**src/rtl/pair_shift_pkg.sv**
```systemverilog
// Shared types for the paired-register shift engine and the divider datapaths.
package pair_shift_pkg;

  typedef enum logic [1:0] {
    SH_LSL = 2'd0,
    SH_LSR = 2'd1,
    SH_ASR = 2'd2,
    SH_ROL = 2'd3
  } shift_mode_e;

  typedef enum logic [1:0] {
    ST_IDLE  = 2'd0,
    ST_SHIFT = 2'd1,
    ST_DONE  = 2'd2
  } state_e;

endpackage : pair_shift_pkg

```
**src/rtl/pair_shift_engine_shift_step.sv**
```systemverilog
// One single-bit shift of a PAIR_W-bit value; purely combinational so the
// divider datapath can reuse it outside the engine.
module shift_step
  import pair_shift_pkg::*;
#(
  parameter int PAIR_W = 16
) (
  input  logic [PAIR_W-1:0] pair,
  input  shift_mode_e       mode,
  input  logic              sin,
  output logic [PAIR_W-1:0] next_pair,
  output logic              out_bit
);

  // NOTE: every output gets a default first so no path through the case leaves one unassigned (no latch).
  always_comb begin
    next_pair = pair;
    out_bit   = 1'b0;
    unique case (mode)
      SH_LSL: begin
        next_pair = {pair[PAIR_W-2:0], sin};
        out_bit   = pair[PAIR_W-1];
      end
      SH_LSR: begin
        next_pair = {sin, pair[PAIR_W-1:1]};
        out_bit   = pair[0];
      end
      SH_ASR: begin
        next_pair = {pair[PAIR_W-1], pair[PAIR_W-1:1]};
        out_bit   = pair[0];
      end
      SH_ROL: begin
        next_pair = {pair[PAIR_W-2:0], pair[PAIR_W-1]};
        out_bit   = pair[PAIR_W-1];
      end
      default: ;
    endcase
  end

endmodule : shift_step

```
**src/rtl/pair_shift_engine.sv**
```systemverilog
// Multi-cycle shifter over {hi, lo}: parallel load, then start/done handshake
// shifting one bit per clock; the last bit shifted out is kept in cout.
module pair_shift_engine
  import pair_shift_pkg::*;
#(
  parameter int WIDTH = 8,
  parameter int AMT_W = $clog2(2*WIDTH) + 1
) (
  input  logic             clk,
  input  logic             rst,
  input  logic             load_en,
  input  logic [WIDTH-1:0] d_hi,
  input  logic [WIDTH-1:0] d_lo,
  input  logic             start,
  input  logic [1:0]       mode,
  input  logic [AMT_W-1:0] amt,
  input  logic             sin,
  output logic [WIDTH-1:0] q_hi,
  output logic [WIDTH-1:0] q_lo,
  output logic             cout,
  output logic             busy,
  output logic             done
);

  localparam int PAIR_W = 2 * WIDTH;

  state_e            state_q, state_d;
  logic [AMT_W-1:0]  cnt_q;
  shift_mode_e       mode_q;
  logic [PAIR_W-1:0] pair_q;
  logic [PAIR_W-1:0] step_pair;
  logic              step_out;
  logic              cout_q;

  shift_step #(.PAIR_W(PAIR_W)) u_step (
    .pair      (pair_q),
    .mode      (mode_q),
    .sin       (sin),
    .next_pair (step_pair),
    .out_bit   (step_out)
  );

  // Load has priority over start in IDLE; the last shift is the one taken with cnt == 1.
  always_comb begin
    state_d = state_q;
    unique case (state_q)
      ST_IDLE: begin
        if (!load_en && start)
          state_d = (amt == '0) ? ST_DONE : ST_SHIFT;
      end
      ST_SHIFT: begin
        if (cnt_q == AMT_W'(1))
          state_d = ST_DONE;
      end
      ST_DONE:  state_d = ST_IDLE;
      default:  state_d = ST_IDLE;
    endcase
  end

  // NOTE: sequential state uses non-blocking assignments so all registers update together at the edge.
  always_ff @(posedge clk) begin
    if (rst) begin
      state_q <= ST_IDLE;
      cnt_q   <= '0;
      mode_q  <= SH_LSL;
      pair_q  <= '0;
      cout_q  <= 1'b0;
    end else begin
      state_q <= state_d;
      unique case (state_q)
        ST_IDLE: begin
          if (load_en) begin
            pair_q <= {d_hi, d_lo};
          end else if (start) begin
            mode_q <= shift_mode_e'(mode);
            cnt_q  <= amt;
          end
        end
        ST_SHIFT: begin
          pair_q <= step_pair;
          cout_q <= step_out;
          cnt_q  <= cnt_q - AMT_W'(1);
        end
        default: ;
      endcase
    end
  end

  // Status outputs decode the state register only, so they stay registered.
  assign busy = (state_q == ST_SHIFT);
  assign done = (state_q == ST_DONE);
  assign q_hi = pair_q[PAIR_W-1:WIDTH];
  assign q_lo = pair_q[WIDTH-1:0];
  assign cout = cout_q;

endmodule : pair_shift_engine
```
**config.mk**
```make
export PLATFORM = sky130hd
export DESIGN_NAME = pair_shift_engine
export DESIGN_NICKNAME = d
export VERILOG_FILES = /design/src/rtl/pair_shift_pkg.sv /design/src/rtl/pair_shift_engine_shift_step.sv /design/src/rtl/pair_shift_engine.sv
export SDC_FILE = /design/constraint.sdc
export NUM_CORES = 1
export LEC_CHECK = 0
export BUFFER_PORTS_ARGS = -buffer_cell sky130_fd_sc_hd__buf_2
export CAP_MARGIN = 20
export CORE_ASPECT_RATIO = 0.9
export CORE_MARGIN = 2
export CORE_UTILIZATION = 50
export DETAILED_ROUTE_END_ITERATION = 10
export PLACE_DENSITY = 0.78
export SKIP_LAST_GASP = 1
export SLEW_MARGIN = 0
export SYNTH_ARGS = -nofsm -noshare
export SYNTH_HDL_FRONTEND = slang
export SYNTH_SLANG_ARGS = --single-unit
```
**constraint.sdc**
```tcl
create_clock -name clk -period 4.5 [get_ports clk]
set_input_delay 0.9 -clock clk [delete_from_list [all_inputs] [get_ports clk]]
set_output_delay 0.9 -clock clk [all_outputs]
set_load 0.01 [all_outputs]
```
==> reports/results.ini, run 1 <==
[clock_tree]
cts_resized=0
hold_buffers=0
clock_latency_ns=0.33
cts_buffer_depth=2
cts_setup_buffers=0
htree_levels=1
cts-root-buf=clkbuf_4
path_clk_slew_ns=0.14
cts_tree=built
clock_sinks=26
cts_made_buffers=3

[sta]
timing.hold.ws_ns=0.499
rsz0062_at_grt=no
setup_tns_ns=0
fin_crit_ns=2.51
setup_violations=0
finalClockSkew_ns=0.0130
max_freq_mhz=398
relSlewSlack_pct=57.0
worst_slew_pin_slew_ns=0.644
finalHoldViolCount=0
maxSlewViolCount=0
fin_crit_sh_pct=55.9

[floorplan]
die-area_sq_mm=0.00348
die_h_um=56.2
initial_core_util_pct=53.8
die_w_um=62
core_sq_mm=0.00282
io_pins=47
std_cell_rows=18

[yosys]
synthSimpleGateAreaFrac_pct=11.1
yosys.area_share.xor_xnor_pct=1.16
yosys_warnings=0
ys_seq_area_share_pct=34.4
ys_async_sr_fraction_pct=0
synth-seq-cells=26
synth_cell_types=40
synthMuxAreaShare_pct=1.98
synthAdderAreaFrac_pct=4.96
synth_compound_area_share_pct=34.0
synth-edff-count=0
synth_top_family_by_area=compound AO/OA/AOI/OAI gates
synth_nets=207
synthCells=173
syn_area_sq_mm=0.00151
avgSynthCellArea_sq_um=8.75
synthFlopType=dfxtp_1

[global_routing]
grt_max_degree=28
grt_usage_pct=22.5
antenna_found_initial=0
grt_first_pass_wirelength_um=6220
first_global_vias=1442
overflow=0

[route]
ant_nets=0
routedWlPerCell_um=15.3
drt_iter0_markers=77
drc_errors=0
vias=1472
firstDrtPassIters=4
wirelength_um=3830
vias_per_cell=5.89

[setup_path]
critPathKind=flip-flop to primary output
arrival_ns=1.61
required_ns=3.60
startpoint_type=flip-flop
path_max_fanout=23
cp-end-kind=primary output
rr_startpoint=mode_q[0]
crit_start=state_q[1]
r2r_cells=5

[placed_design]
port_buffers=46
hpwl_um=2730
gp_congestion=0.793

[cells_and_area]
diodes=0
area_delta_synth_final_pct=15.2
nets=245
final_cell_mix=buf_2, dfxtp_1, inv_1
final_common_cell=buf_2
final_util_pct=62.0
drive_gt1_share_pct=28.6

[pwr]
vdd_drop_max_v=0.000157
leakage_nw=0.742
p_per_area_mw_per_mm2=316
p_total_mw=0.550

[min_path]
hp-class=flip-flop to flip-flop
worstHoldStart=cnt_q[4]
holdPathStages=2

[run]
cap_violations=0

[run_status]
status=complete, no violations

critical path, cell delays in order (launching register included):
cell and delay, ns:
dfxtp_1 0.53, nand2b_2 0.50, inv_2 0.10, buf_2 0.16
synth_stat cells (2+ instances only):
master	instances	area share (%)
dfxtp_1	26	34
o21bai_1	2	0.99
a221oi_1	15	8.7
buf_6	5	3.7
nor2b_1	4	1.7
o21ai_1	3	0.99
nand2_1	5	1.2
nor2_1	8	2.0
ha_1	6	5.0
clkbuf_1	3	0.74
o32ai_1	14	8.1
buf_2	6	2.0
a211oi_1	4	2.0
inv_1	22	5.5
a21oi_1	20	6.6
o221ai_1	2	1.2
or2_1	2	0.83
mux2i_1	3	2.0
xor2_1	2	1.2
layout make-up:
cell class,count,area (sq um)
sequential,26,520
tap,40,50.0
inverter,23,86.3
fill,267,1070
clock buffer,4,36.3
multi-input combinational,109,806
timing repair buffer,48,245
cells by family (layout without fill, tap and decap cells):
group           count (synthesis)  after routing
xor+xnor                        2              2
simple gates                   29             29
compound gates                 69             69
buf+inv                        38             75
mux                             3              3
fa+ha+maj                       6              6
flops                          26             26
flip-flops by register name, summed over array words and instances, names as in the netlist:
signal / cells
pair_q: 16
mode_q: 2
cout: 1
cnt_q: 5
state_q: 2
metal layers:
layer  global-route usage [%]  vias up  share of wire, %
li1                         -      719                 -
met1                     30.5      686                45
met2                     35.6       65                48
met3                     3.49        2               7.1
met4                     7.60        0              0.39
met5                        0        -                 0
power by group:
| group | leakage [nW] | internal [mW] | switching, mW | total [mW] |
|---|---|---|---|---|
| Combinational | 0.506 | 0.0653 | 0.0847 | 0.150 |
| Sequential | 0.215 | 0.254 | 0.0251 | 0.279 |
| Clock | 0.0210 | 0.0495 | 0.0720 | 0.121 |
| Total | 0.742 | 0.369 | 0.182 | 0.550 |
final timing paths:
kind | endpoint | slack [ns]
max | busy | 1.99
min | cnt_q[4] | 0.50
max reg2reg | pair_q[10] | 2.60
min reg2reg | cnt_q[4] | 0.50
per-stage QoR:
stage,std cells,worst slack (ns),instance area [sq um]
final,250,1.99,1740
after global routing,250,1.89,1740
after CTS,249,1.99,1740
after detailed placement,245,1.91,1700
after global placement,245,2.00,1700
after floorplan,173,2.72,1510
No activity file was read; power rests on OpenSTA's default activity.
==> inputs of run 2 (changes only) <==
--- a/config.mk
+++ b/config.mk
@@ -5,13 +5,14 @@
 export SDC_FILE = /design/constraint.sdc
 export NUM_CORES = 1
 export LEC_CHECK = 0
+export ABC_AREA = 1
 export BUFFER_PORTS_ARGS = -buffer_cell sky130_fd_sc_hd__buf_2
 export CAP_MARGIN = 20
 export CORE_ASPECT_RATIO = 0.9
 export CORE_MARGIN = 2
-export CORE_UTILIZATION = 50
+export CORE_UTILIZATION = 47
 export DETAILED_ROUTE_END_ITERATION = 10
-export PLACE_DENSITY = 0.78
+export PLACE_DENSITY = 0.76
 export SKIP_LAST_GASP = 1
 export SLEW_MARGIN = 0
 export SYNTH_ARGS = -nofsm -noshare
==> constraint.sdc (replaced) <==
create_clock -name clk -period 2.3 [get_ports clk]
set_input_delay 0.46 -clock clk [delete_from_list [all_inputs] [get_ports clk]]
set_output_delay 0.46 -clock clk [all_outputs]
set_load 0.01 [all_outputs]
==> reports/results.ini, run 2 <==
[run_status]
status=complete, no violations

[yosys]
yosys.area_share.xor_xnor_pct=0  ; -1.2 points
synthTopCellsByArea=dfxtp_1, nand2_1, nand3_1
synthMuxAreaShare_pct=0  ; -2.0 points
synthSimpleGateAreaFrac_pct=39.6  ; +28 points
synth_nets=294  ; +42%
synth.most_common_cell=nand2_1
synthCells=260  ; +50%
synth-edff-count=0  ; unchanged
ys_seq_area_share_pct=31.1  ; -3.3 points
synth_cell_types=20  ; -50%
yosys_warnings=0  ; unchanged
synthFlopType=dfxtp_1
syn_area_sq_mm=0.00167  ; +10%
ys_async_sr_fraction_pct=0  ; unchanged
synth_compound_area_share_pct=13.6  ; -20 points
yosysTopAreaCell=dfxtp_1
avgSynthCellArea_sq_um=6.43  ; -26%
synthAdderAreaFrac_pct=4.49  ; -0.47 points
synth_top_family_by_area=simple AND/OR/NAND/NOR gates
yosys.area.top_type_share_pct=31.1  ; -3.3 points
synth-seq-cells=26  ; unchanged
synthTopCellsByCount=nand2_1, nand3_1, nor2_1

[route]
ant_nets=0  ; unchanged
vias_per_cell=4.92  ; -17%
vias=1696  ; +15%
drc_errors=0  ; unchanged
firstDrtPassIters=4  ; unchanged
routedWlPerCell_um=11.3  ; -26%
drt_iter0_markers=107  ; +39%
wirelength_um=3890  ; +1.6%

[sta]
relSlewSlack_pct=68.5  ; +12 points
fin_crit_ns=1.82
maxSlewViolCount=0  ; unchanged
finalHoldViolCount=0  ; unchanged
fin_crit_sh_pct=79.1
setup_violations=0  ; unchanged
timing.hold.ws_ns=0.466  ; -0.0327 ns
finalClockSkew_ns=0.00441  ; -0.00859 ns
max_freq_mhz=550
setup_tns_ns=0  ; unchanged
worst_slew_pin_slew_ns=0.471  ; -0.173 ns
rsz0062_at_grt=no

[cells_and_area]
nets=336  ; +37%
final_common_cell=nand2_1
final_cell_mix=nand2_1, buf_2, nand3_1
final_util_pct=57.1  ; -4.9 points
largest_register=pair_q
finalInstanceArea_sq_mm=0.00194  ; +11%
diodes=0  ; unchanged
area_delta_synth_final_pct=16.1
largest_reg_flops=16  ; unchanged
nFillCells=352  ; +32%
reg_top3=pair_q: 16 flops, cnt_q: 5 flops
drive_gt1_share_pct=23.9  ; -4.7 points

[min_path]
hp-class=primary input to flip-flop

[global_routing]
grt_usage_pct=20.8  ; -1.7 points
first_global_vias=1452  ; +0.69%
grt_first_pass_wirelength_um=6530  ; +5.0%
overflow=0  ; unchanged
antenna_found_initial=0  ; unchanged
grt_max_degree=24  ; -14%

[clock_tree]
cts_made_buffers=3  ; unchanged
htree_levels=1  ; unchanged
cts_setup_buffers=0  ; unchanged
hold_buffers=0  ; unchanged
clock_sinks=26  ; unchanged
cts_tree=built
path_clk_slew_ns=0.09  ; -0.05 ns
clock_latency_ns=0.27  ; -0.06 ns
cts_resized=0  ; unchanged
cts_buffer_depth=2  ; unchanged
cts-root-buf=clkbuf_8

[pwr]
leakage_nw=0.908  ; +22%
vdd_drop_max_v=0.000428  ; +170%
p_total_mw=1.43  ; +160%
p_per_area_mw_per_mm2=739  ; +130%

[placed_design]
hpwl_um=2790  ; +2.5%
placed_area_sq_mm=0.00189  ; +11%
gp_congestion=0.823  ; +3.7%
port_buffers=46  ; unchanged

[setup_path]
path_max_fanout=23  ; unchanged
arrival_ns=1.36  ; -0.25 ns
required_ns=1.84  ; -1.76 ns
startpoint_type=flip-flop
cp-end-kind=primary output
critPathKind=flip-flop to primary output

[floorplan]
initial_core_util_pct=49.2  ; -4.6 points
std_cell_rows=20  ; +2
die_w_um=66.9  ; +7.9%
die-area_sq_mm=0.00405  ; +16%
io_pins=47  ; unchanged
core_sq_mm=0.00340  ; +21%
die_h_um=60.6  ; +7.8%

[run]
cap_violations=0  ; unchanged

[run 2: cell count changes in the layout (fill, tap and decap cells not counted), sizes merged, moves of 4 or more]
cell and delta:
a221oi -16, o32ai -15, a211oi -4, nor2b -4
nand2 +67, nand3 +42, a21oi +4, nor2 +28
o21ai +6
[run 2: kinds of logic (layout without fill, tap and decap cells)]
kind of cell / Yosys count / in the layout
AO/OA/AOI/OAI: 35 / 35
adder cells (fa/ha/maj): 6 / 6
buffers and inverters: 37 / 78
flip-flops: 26 / 26
AND/OR/NAND/NOR: 156 / 156
[run 2: final timing paths]
path / from / to / slack (ns) / cells after the start
min: mode[0] / mode_q[0] / 0.47 / 3
max: state_q[1] / busy / 0.48 / 4
max reg2reg: mode_q[0] / pair_q[15] / 0.64 / 8
min reg2reg: cout / cout / 0.47 / 2
[run 2: final cells by class]
type | count | area [sq um] | area share [%]
Clock buffer | 4 | 55.1 | 2.84
Inverter | 25 | 93.8 | 4.83
Multi-Input combinational cell | 197 | 965 | 49.7
Sequential cell | 26 | 520 | 26.8
Tap cell | 44 | 55.1 | 2.84
Timing Repair Buffer | 49 | 253 | 13.0
[run 2: layer usage]
layer	GRT usage, %	routed length [um]	part of all wire, %	vias up
met2	32.3	1680	43	48
met5	0	0	0	-
li1	-	-	-	912
met4	4.66	23	0.59	0
met1	30.3	1950	50	734
met3	3.90	239	6.1	2
[run 2: metrics by stage]
stage | instances | setup slack, ns
detailed placement | 341 | 0.684
floorplan | 260 | 0.966
global placement | 341 | 0.757
global route | 345 | 0.389
CTS | 345 | 0.472
finish | 345 | 0.482
[run 2: report_power, final]
group	total [mW]	internal [mW]	leakage [nW]	switching, mW
sequential	0.586	0.518	0.215	0.0674
combinational	0.549	0.206	0.665	0.343
clock	0.300	0.153	0.0288	0.147
[run 2: critical path, stage by stage (launching register included)]
cell	delay (ns)
dfxtp_1	0.32
inv_2	0.12
nand2_4	0.11
inv_2	0.32
buf_2	0.21
